==> src/rtl/seg_scan_decoder_if.sv <==
// Bus between a multiplexed 7-segment display driver (master side) and the
// read-back decoder (slave side): scan lines in, decoded frame out.
interface seg_scan_decoder_if;
    logic [7:0]  an;
    logic [7:0]  seg_in;
    logic [31:0] digits;
    logic [7:0]  dp;
    logic [7:0]  blank;
    logic [7:0]  bad;
    logic        digit_vld;
    logic [2:0]  digit_idx;
    logic        frame_done;
    logic        multi_err;

    modport master (
        output an, seg_in,
        input  digits, dp, blank, bad, digit_vld, digit_idx, frame_done, multi_err
    );

    modport slave (
        input  an, seg_in,
        output digits, dp, blank, bad, digit_vld, digit_idx, frame_done, multi_err
    );
endinterface

==> src/rtl/seg_scan_decoder.sv <==
// Read-back decoder for the 8-digit multiplexed 7-segment bus: rebuilds digit,
// dp and blank/bad status per anode slot. Macro SEG_DECODE_HEX_EN adds A-F decode.
module seg_scan_decoder #(
    parameter int SETTLE_CYC = 16,
    parameter int MIN_SLOT   = 1024,
    parameter int CNT_W      = 20
) (
    input  logic                clk,
    input  logic                rst_n,
    seg_scan_decoder_if.slave   bus
);

    typedef enum logic [1:0] {ST_IDLE, ST_SETTLE, ST_ACCUM, ST_COMMIT} state_t;

    localparam logic [CNT_W-1:0] CNT_MAX    = {CNT_W{1'b1}};
    localparam logic [CNT_W-1:0] SETTLE_LIM = CNT_W'(SETTLE_CYC);
    localparam logic [CNT_W-1:0] MIN_LIM    = CNT_W'(MIN_SLOT);

    function automatic logic an_onehot(input logic [7:0] an);
        logic [7:0] lit;
        lit = ~an;
        return (lit != 8'h00) && ((lit & (lit - 8'h01)) == 8'h00);
    endfunction

    function automatic logic [2:0] an_index(input logic [7:0] an);
        logic [2:0] idx;
        idx = 3'd0;
        for (int i = 7; i >= 0; i--) begin
            if (!an[i]) idx = 3'(i);
        end
        return idx;
    endfunction

    // Result is {bad, blank, digit}; segments are active-low gfedcba.
    function automatic logic [5:0] seg_decode(input logic [6:0] s);
        logic [5:0] res;
        case (s)
            7'b1000000: res = {2'b00, 4'h0};
            7'b1111001: res = {2'b00, 4'h1};
            7'b0100100: res = {2'b00, 4'h2};
            7'b0110000: res = {2'b00, 4'h3};
            7'b0011001: res = {2'b00, 4'h4};
            7'b0010010: res = {2'b00, 4'h5};
            7'b0000010: res = {2'b00, 4'h6};
            7'b1111000: res = {2'b00, 4'h7};
            7'b0000000: res = {2'b00, 4'h8};
            7'b0010000: res = {2'b00, 4'h9};
            7'b1111111: res = {2'b01, 4'h0};
`ifdef SEG_DECODE_HEX_EN
            7'b0001000: res = {2'b00, 4'hA};
            7'b0000011: res = {2'b00, 4'hB};
            7'b1000110: res = {2'b00, 4'hC};
            7'b0100001: res = {2'b00, 4'hD};
            7'b0000110: res = {2'b00, 4'hE};
            7'b0001110: res = {2'b00, 4'hF};
`endif
            default:    res = {2'b10, 4'hF};
        endcase
        return res;
    endfunction

    function automatic state_t classify(input logic [7:0] an, input logic [CNT_W-1:0] cnt);
        state_t st;
        if (!an_onehot(an)) st = ST_IDLE;
        else if (cnt < SETTLE_LIM) st = ST_SETTLE;
        else st = ST_ACCUM;
        return st;
    endfunction

    state_t           state_q, state_d;
    logic [7:0]       an_q, an_d, an_prev_q, an_prev_d, seg_q, seg_d;
    logic [CNT_W-1:0] slot_cnt_q, slot_cnt_d;
    logic [7:0]       acc_q, acc_d, seen_q, seen_d;
    logic [31:0]      digits_q, digits_d;
    logic [7:0]       dp_q, dp_d, blank_q, blank_d, bad_q, bad_d;
    logic             digit_vld_q, digit_vld_d, frame_done_q, frame_done_d;
    logic             multi_err_q, multi_err_d;
    logic [2:0]       digit_idx_q, digit_idx_d;

    logic             chg_s;
    logic [2:0]       k_s;
    logic [5:0]       dec_s;
    logic [7:0]       seen_nx_s;

    // State, input and output registers with synchronous active-low reset.
    always_ff @(posedge clk) begin
        if (!rst_n) begin
            state_q      <= ST_IDLE;
            an_q         <= 8'hFF;
            an_prev_q    <= 8'hFF;
            seg_q        <= 8'hFF;
            slot_cnt_q   <= '0;
            acc_q        <= 8'hFF;
            seen_q       <= 8'h00;
            digits_q     <= 32'h0000_0000;
            dp_q         <= 8'h00;
            blank_q      <= 8'hFF;
            bad_q        <= 8'h00;
            digit_vld_q  <= 1'b0;
            frame_done_q <= 1'b0;
            multi_err_q  <= 1'b0;
            digit_idx_q  <= 3'd0;
        end else begin
            state_q      <= state_d;
            an_q         <= an_d;
            an_prev_q    <= an_prev_d;
            seg_q        <= seg_d;
            slot_cnt_q   <= slot_cnt_d;
            acc_q        <= acc_d;
            seen_q       <= seen_d;
            digits_q     <= digits_d;
            dp_q         <= dp_d;
            blank_q      <= blank_d;
            bad_q        <= bad_d;
            digit_vld_q  <= digit_vld_d;
            frame_done_q <= frame_done_d;
            multi_err_q  <= multi_err_d;
            digit_idx_q  <= digit_idx_d;
        end
    end

    // Slot tracking, accumulation, commit decision and frame bookkeeping.
    always_comb begin
        an_d         = bus.an;
        seg_d        = bus.seg_in;
        an_prev_d    = an_q;
        state_d      = state_q;
        acc_d        = acc_q;
        seen_d       = seen_q;
        digits_d     = digits_q;
        dp_d         = dp_q;
        blank_d      = blank_q;
        bad_d        = bad_q;
        digit_vld_d  = 1'b0;
        frame_done_d = 1'b0;
        multi_err_d  = 1'b0;
        digit_idx_d  = digit_idx_q;

        chg_s     = (an_q != an_prev_q);
        k_s       = an_index(an_prev_q);
        dec_s     = seg_decode(acc_q[6:0]);
        seen_nx_s = seen_q | (8'h01 << k_s);

        if (chg_s) begin
            slot_cnt_d = '0;
        end else if (slot_cnt_q == CNT_MAX) begin
            slot_cnt_d = slot_cnt_q;
        end else begin
            slot_cnt_d = slot_cnt_q + CNT_W'(1);
        end

        if (chg_s) begin
            // acc and slot_cnt still describe the old slot during the change cycle.
            acc_d       = 8'hFF;
            multi_err_d = !an_onehot(an_q) && (an_q != 8'hFF);
            if ((state_q == ST_ACCUM) && (slot_cnt_q >= MIN_LIM)) begin
                state_d                   = ST_COMMIT;
                digits_d[{k_s, 2'b00} +: 4] = dec_s[3:0];
                dp_d[k_s]                 = ~acc_q[7];
                blank_d[k_s]              = dec_s[4];
                bad_d[k_s]                = dec_s[5];
                digit_vld_d               = 1'b1;
                digit_idx_d               = k_s;
                if (seen_nx_s == 8'hFF) begin
                    frame_done_d = 1'b1;
                    seen_d       = 8'h00;
                end else begin
                    seen_d       = seen_nx_s;
                end
            end else begin
                state_d = classify(an_q, slot_cnt_d);
            end
        end else begin
            if (state_q == ST_ACCUM) begin
                acc_d = acc_q & seg_q;
            end else begin
                acc_d = acc_q;
            end
            state_d = classify(an_q, slot_cnt_d);
        end
    end

    assign bus.digits     = digits_q;
    assign bus.dp         = dp_q;
    assign bus.blank      = blank_q;
    assign bus.bad        = bad_q;
    assign bus.digit_vld  = digit_vld_q;
    assign bus.digit_idx  = digit_idx_q;
    assign bus.frame_done = frame_done_q;
    assign bus.multi_err  = multi_err_q;

endmodule

==> src/flat_wrapper.sv <==
// flat-port wrapper written by rule: the top's interface ports become plain ports
module seg_scan_decoder_flat 
#(
    parameter int SETTLE_CYC = 16,
    parameter int MIN_SLOT   = 1024,
    parameter int CNT_W      = 20
)
  (clk, rst_n, bus_an, bus_seg_in, bus_digits, bus_dp, bus_blank, bus_bad, bus_digit_vld, bus_digit_idx, bus_frame_done, bus_multi_err);
  seg_scan_decoder_if bus_i ();
  input  logic clk;
  input  logic rst_n;
  input wire logic [$bits(bus_i.an)-1:0] bus_an;
  input wire logic [$bits(bus_i.seg_in)-1:0] bus_seg_in;
  output wire logic [$bits(bus_i.digits)-1:0] bus_digits;
  output wire logic [$bits(bus_i.dp)-1:0] bus_dp;
  output wire logic [$bits(bus_i.blank)-1:0] bus_blank;
  output wire logic [$bits(bus_i.bad)-1:0] bus_bad;
  output wire logic [$bits(bus_i.digit_vld)-1:0] bus_digit_vld;
  output wire logic [$bits(bus_i.digit_idx)-1:0] bus_digit_idx;
  output wire logic [$bits(bus_i.frame_done)-1:0] bus_frame_done;
  output wire logic [$bits(bus_i.multi_err)-1:0] bus_multi_err;
  assign bus_i.an = bus_an;
  assign bus_i.seg_in = bus_seg_in;
  assign bus_digits = bus_i.digits;
  assign bus_dp = bus_i.dp;
  assign bus_blank = bus_i.blank;
  assign bus_bad = bus_i.bad;
  assign bus_digit_vld = bus_i.digit_vld;
  assign bus_digit_idx = bus_i.digit_idx;
  assign bus_frame_done = bus_i.frame_done;
  assign bus_multi_err = bus_i.multi_err;
  seg_scan_decoder #(.SETTLE_CYC(SETTLE_CYC), .MIN_SLOT(MIN_SLOT), .CNT_W(CNT_W)) u_core (.clk(clk), .rst_n(rst_n), .bus(bus_i));
endmodule
==> config.mk <==
export PLATFORM = sky130hd
export DESIGN_NAME = seg_scan_decoder_flat
export DESIGN_NICKNAME = d
export VERILOG_FILES = /design/src/rtl/seg_scan_decoder_if.sv /design/src/rtl/seg_scan_decoder.sv /design/src/flat_wrapper.sv
export SDC_FILE = /design/constraint.sdc
export NUM_CORES = 1
export LEC_CHECK = 0
export CAP_MARGIN = 20
export CORE_MARGIN = 3
export CORE_UTILIZATION = 56
export CTS_BUF_LIST = sky130_fd_sc_hd__clkbuf_8
export CTS_CLUSTER_SIZE = 30
export DETAILED_ROUTE_END_ITERATION = 12
export PLACE_DENSITY = 0.89
export SKIP_CTS_REPAIR_TIMING = 1
export SLEW_MARGIN = 25
export SYNTH_ARGS = -nofsm -noshare
export SYNTH_HDL_FRONTEND = slang
export SYNTH_SLANG_ARGS = --single-unit
export TNS_END_PERCENT = 20
==> constraint.sdc <==
create_clock -name clk -period 3.2 [get_ports clk]
set_clock_uncertainty 0.05 [all_clocks]
set_input_delay 0.64 -clock clk [delete_from_list [all_inputs] [get_ports clk]]
set_output_delay 0.64 -clock clk [all_outputs]
set_load 0.005 [all_outputs]
# Yosys cells after proc, flatten, opt, wreduce, memory -nomap -nowiden
# Cells that the tools add are included.
# totals
register_bits	124
inputBits	18
output_inout_bits	62
elab_cells	82
# op_classes
addsub	3
order_cmp	4
n_eq_ne	15
n_shift	3
n_mux	24
n_bitwise	6
n_reduce_logical	12
# ops
operator	count
$pmux W6 S11	1
$mux W20	2
$bwmux W32	1
$shift A4 B7 Y32 const A	1
$shiftx A4 B7 Y32	1
$eq A7 B7 Y1 const B	4
$bwmux W8	3
$mux W3	8
$eq A7 B5 Y1 const B	3
$add A20 B1 Y20 const B	1
$eq A20 B20 Y1 const B	1
$ge A20 B11 Y1 const B	1
$lt A20 B5 Y1 const B	1
$and A8 B8 Y8	2
$eq A7 B6 Y1 const B	2
$eq A8 B8 Y1 const B	1
$logic_not A8 Y1	1
$mux W2	4
$mux W8	1
$ne A8 B8 Y1	1
$ne A8 B8 Y1 const B	1
$not A8 Y8	1
$or A8 B8 Y8	1
$reduce_bool A8 Y1	1
other kinds (16)	23

# Longest topological paths before layout
# logic_depth
ltp_word	13
mapped_depth	12
ltp_nobuf	12

# Worst setup path before layout
# No wires, ideal clock.
# synth_timing
kind	reg2reg
startpoint	reg u_core.an_prev_q[6]
endpoint	reg u_core.digits_q[11] (netlist: u_core.bus.digits[11])
setup_ns	0.117
t_arrival_ns	2.688
required_time_ns	3.033
slack_ns	0.345
stages_incl_launch_ff	12
path_buffers	0
path_cell_list	dfxtp_1 -> nor2b_1 -> o21ai_0 -> a21boi_0 -> o21ai_1 -> ha_1 -> ha_1 -> inv_1 -> or3b_2 -> nor3_2 -> mux2i_1 -> nor2b_1
# synth_via
elab_chain_cells	10
# synth_lines
item	line	rtl
start, declared	seg_scan_decoder.sv:71	logic [7:0] an_q, an_d, an_prev_q, an_prev_d, seg_q, seg_d;
start signal, assigned	seg_scan_decoder.sv:106	an_prev_q <= an_prev_d;
$mux W3 (7 in a row)	seg_scan_decoder.sv:29	if (!an[i]) idx = 3'(i);
$neg A5 Y7	seg_scan_decoder.sv:158	digits_d[{k_s, 2'b00} +: 4] = dec_s[3:0];
$shiftx A4 B7 Y32 / $shift A4 B7 Y32 (equally long branches)	seg_scan_decoder.sv:158	
$bwmux W32	seg_scan_decoder.sv:158	
end signal, assigned	seg_scan_decoder.sv:111	digits_q <= digits_d;
end, declared	seg_scan_decoder.sv:74	logic [31:0] digits_q, digits_d;
# Parallel ways exist; a longest one is shown, timed or not.
# A chain may end at the register's enable or synchronous reset.

# Worst setup path after layout
# layout_timing
startpoint	reg u_core.an_prev_q[0]
endpoint	reg u_core.digits_q[10] (netlist: u_core.bus.digits[10])
# layout_via
elab_chain_cells	4
# layout_lines
item	line	rtl
$mux W3 (*)	seg_scan_decoder.sv:29	
named net u_core.k_s[1]	seg_scan_decoder.sv:81	logic [2:0] k_s;
$neg A5 Y7 (*)	seg_scan_decoder.sv:158	
$shiftx A4 B7 Y32 / $shift A4 B7 Y32 (equally long branches)	seg_scan_decoder.sv:158	
$bwmux W32 (*)	seg_scan_decoder.sv:158	
# Mark *: on every way through the listed nets, which the timed path passes. The rest lies on a longest branch.

==> impl.org <==
** Outcome
- Run status :: completed

** Floorplanning
- The die covers 10800 um2.
- Die Wd :: 104 um
- The initial utilization of the core area, before any placement, comes to 57.7%.
- Standard-cell rows :: 35
- Count of pins on the block boundary :: 80
- After floorplanning, the core was sized to cover 9280 um2.
- In this run the vertical extent of the chip is approximately 100 um.

** STA
- For the pin with the worst max-slew slack, the measured transition is ~0.9 ns.
- In the finished design, the share of the clock period the worst path needs comes to 94.4%.
- Fmax :: approximately 330 MHz
- Setup violations remaining at the end of the flow were counted as 0.
- Relative slew slack :: 39.6%
- The final number of hold-violating endpoints is 0.
- Setup repair after global routing left no endpoint under its margin.
- Minimum clock period after layout :: 3.02 ns
- The total count of max-transition violations in the final report came to 0.

** Setup path
- Counting both buffers and inverters, the worst setup path holds a total of 1.
- The largest individual stage delay along the critical path comes from the cell sky130_fd_sc_hd__or3b_2.
- STA classifies the critical path endpoint as a flip-flop.
- Traced cell by cell, the critical path runs through nand2_1, nor2_4, inv_1, ha_1, ha_1, nand2b_1, or3b_2, nor3_4, mux2i_1, nor2b_1.
- Data on the critical path is required at its endpoint by 3.46 ns.
- Critical Path Fanout Max :: 6
- Startpoint kind of the worst setup timing path :: flip-flop
- In this design, the critical path's most frequently occurring cell is sky130_fd_sc_hd__ha_1.
- Top Family by Delay on Critical Path :: simple AND/OR/NAND/NOR gates
- Data on the critical path arrives at its endpoint at 3.28 ns.
- Kind of critical path :: flip-flop to flip-flop
- Delay contributed by the slowest stage of the critical path :: just under 0.5 ns

** Global routing
- Pin count of the biggest net entering global routing :: 47
- Total global routing track utilization :: 23.4%
- The via count of the first global-routing pass came to approximately 4300.
- The initial antenna violation count is 0.
- Global-route congestion overflow total :: 0
- The first global-routing pass estimated between 20000 and 25000 um of wire.

** Placed design
- Port Buf Inserts :: 79
- Cell Area, Placed :: between 6000 and 7000 um2
- At the end of routability-driven placement, the weighted congestion stood at 0.877.
- DP Wirelength :: about 8700 um
- After detailed placement, the design holds a cell count of 762.

** CTS
- In this run the number of H-tree levels came out at 4.
- In this run the deepest clock path goes through 2 buffers.
- Clock sinks :: 124
- Clock transition at the registers of the reported paths :: ~0.080 ns
- TritonCTS clock tree :: built
- The tree is rooted in a sky130_fd_sc_hd__clkbuf_8.
- Number of buffers inserted during clock tree synthesis :: 17
- Worst-skew pair later-pin latency :: 0.42 ns

** Cells and area
- Filler cell count :: 660
- The library cell used most frequently in the layout, excluding fill and tap cells, is sky130_fd_sc_hd__dfxtp_1.
- Registers take 2480 um2.
- Number of nets in the finished design :: 678
- Area taken by multi-input logic gates :: 2760 um2
- Cells with a size suffix above 1 make up 9.04% of the layout.
- Area growth from synthesis to layout :: 24.1%
- The top cell types in the final layout, fill and taps aside, are 124 x sky130_fd_sc_hd__dfxtp_1, 78 x sky130_fd_sc_hd__clkdlybuf4s50_1, 49 x sky130_fd_sc_hd__nand2_1, 48 x sky130_fd_sc_hd__mux2i_1, 44 x sky130_fd_sc_hd__nor2_1.
- Count of non-filler cells in the finished layout :: 793
- The repair_antennas step left the layout with diodes totalling 0.
- With fillers left out, the area of the finished cells amounts to approximately 6600 um2.

** Logic synthesis
- Among all flip-flop cells after synthesis, the most frequent one is sky130_fd_sc_hd__dfxtp_1.
- The synthesized design contains 124 register bits.
- Avg Cell Area, Syn :: a little over 9 um2
- The share of the Yosys chip area taken by registers is 46.3%.
- In the synthesized netlist the async set-or-reset flop fraction comes to 0%.
- The number of nets in the synthesized netlist is 599.
- Post-Synthesis Cells :: 573
- Yosys mapped a number of flops with a built-in enable equal to 0.
- Number of unique standard cell types used by synthesis :: 58
- Netlist area before placement :: 5360 um2
- Yosys synthesis warning count :: 0

** Route
- The first TritonRoute pass finished after 5 iterations.
- Per-cell via count in the routed design :: 5.70
- After detailed routing, the average wire length per cell comes to 15.5 um.
- After detailed routing, the total wire length is 12300 um.
- In the routed design, unresolved DRC markers number 0.
- DR iter-0 viols :: 249
- Once detail routing completed, the nets flagged for antenna violations numbered 0.
- The detailed router placed 4520 vias in this run.

** Worst hold path
- The tightest min-delay check is of the flip-flop to flip-flop type.

** Pwr
- Power spread over the standard cell area amounts to 438 nW/um2.
- Leakage power of the design :: 2.52 nW
- Worst-case vdd ir drop :: 0.296 mV

** Run
- Max-cap violations in this run came to 0.
==> kinds of logic after synthesis <==
| kind of cell | synth area share [%] |
|---|---|
| and+or+nand+nor | 23.9 |
| buffers and inverters | 3.01 |
| adders and majority gates | 2.06 |
| AOI/OAI and AO/OA | 11.9 |
| xor gates and xnor gates | 3.76 |
| DFF | 46.3 |
| muxes | 8.97 |
==> cells in the mapped netlist, types with 2 or more instances <==
library cell	number	share of area [%]
sky130_fd_sc_hd__a211oi_1	4	0.56
sky130_fd_sc_hd__nor2_1	45	3.2
sky130_fd_sc_hd__or3b_2	3	0.49
sky130_fd_sc_hd__nand3_1	10	0.93
sky130_fd_sc_hd__nor2b_1	40	4.7
sky130_fd_sc_hd__o22ai_1	3	0.35
sky130_fd_sc_hd__a21boi_0	7	0.98
sky130_fd_sc_hd__nor4_1	7	0.82
sky130_fd_sc_hd__o21a_1	2	0.28
sky130_fd_sc_hd__mux2i_1	48	9.0
sky130_fd_sc_hd__clkbuf_1	24	1.7
sky130_fd_sc_hd__nor3_2	2	0.37
sky130_fd_sc_hd__nand4_2	2	0.47
sky130_fd_sc_hd__nand3b_1	3	0.42
sky130_fd_sc_hd__inv_1	13	0.91
sky130_fd_sc_hd__nor4_2	2	0.47
sky130_fd_sc_hd__and2_1	3	0.35
sky130_fd_sc_hd__o2111ai_1	2	0.33
sky130_fd_sc_hd__buf_2	3	0.28
sky130_fd_sc_hd__nand4_1	9	1.1
sky130_fd_sc_hd__o21ai_0	16	1.5
sky130_fd_sc_hd__a21o_1	2	0.28
sky130_fd_sc_hd__xor2_1	16	2.6
sky130_fd_sc_hd__or4_1	5	0.70
sky130_fd_sc_hd__o21ai_1	4	0.37
sky130_fd_sc_hd__or3_1	5	0.58
sky130_fd_sc_hd__nand2b_1	27	3.2
sky130_fd_sc_hd__o211a_1	10	1.9
sky130_fd_sc_hd__and3_1	6	0.70
sky130_fd_sc_hd__a22o_1	2	0.33
sky130_fd_sc_hd__o211ai_1	2	0.28
sky130_fd_sc_hd__a21oi_1	14	1.3
sky130_fd_sc_hd__nand2_1	49	3.4
sky130_fd_sc_hd__and4_1	3	0.49
sky130_fd_sc_hd__dfxtp_1	124	46
sky130_fd_sc_hd__a31oi_1	9	1.1
sky130_fd_sc_hd__xnor2_1	7	1.1
sky130_fd_sc_hd__nor3_1	13	1.2
sky130_fd_sc_hd__ha_1	8	1.9
==> stage by stage <==
stage          hold WS [ns]  power (W)  utilization, %  setup TNS [ns]  setup slack [ns]
2_1_floorplan         0.387    0.00173               -               0             0.345
6_report              0.419    0.00291            71.6               0             0.178
3_3_place_gp          0.393    0.00177            67.6               0             0.197
3_5_place_dp          0.397    0.00178            67.7               0            0.0183
4_1_cts               0.419    0.00293            71.3         -0.0274           -0.0274
5_1_grt               0.440    0.00303            71.6               0            0.0104
==> power breakdown <==
part           leakage (nW)  switching, W  internal, W  total (W)
clock                 0.156      0.000622     0.000528    0.00115
combinational          1.35      0.000104    0.0000798   0.000184
sequential             1.01     0.0000154      0.00156    0.00158
==> registers in the layout, indices dropped and copies added, names as in the netlist, 3 cells and up <==
name                  flops
u_core.bus.blank          8
u_core.seg_q              8
u_core.slot_cnt_q        20
u_core.acc_q              8
u_core.bus.bad            8
u_core.bus.digits        32
u_core.an_prev_q          8
u_core.bus.digit_idx      3
u_core.an_prev_d          8
u_core.seen_q             8
u_core.bus.dp             8
==> cell type report <==
type | instances | share of cell area [%]
Sequential cell | 124 | 37.3
Tap cell | 129 | 2.43
Clock inverter | 14 | 1.51
Clock buffer | 17 | 3.52
Inverter | 14 | 0.791
Timing Repair Buffer | 88 | 12.8
Multi-Input combinational cell | 407 | 41.6
==> tightest hold or removal path, stage by stage, from the launching register on <==
cell and delay, ns:
sky130_fd_sc_hd__dfxtp_1 0.30, sky130_fd_sc_hd__o21ai_0 0.07, sky130_fd_sc_hd__nand2_1 0.06
==> worst paths after layout <==
check	startpoint	end	slack [ns]	cells past startpoint
max reg2reg	u_core.an_prev_q[0]	u_core.bus.digits[10]	0.18	10
min	u_core.seg_q[1]	u_core.acc_q[1]	0.42	2
max	u_core.an_prev_q[0]	u_core.bus.digits[10]	0.18	10
min reg2reg	u_core.seg_q[1]	u_core.acc_q[1]	0.42	2
==> per-layer routing <==
layer | vias to the layer above | GRT usage (%) | part of all wire [%]
met5 | - | 0 | 0
met4 | 0 | 8.55 | 1.5
met3 | 21 | 6.17 | 6.3
met2 | 171 | 40.8 | 52
met1 | 2164 | 27.6 | 40
li1 | 2164 | - | -
No activity file was read; power rests on OpenSTA's default activity.
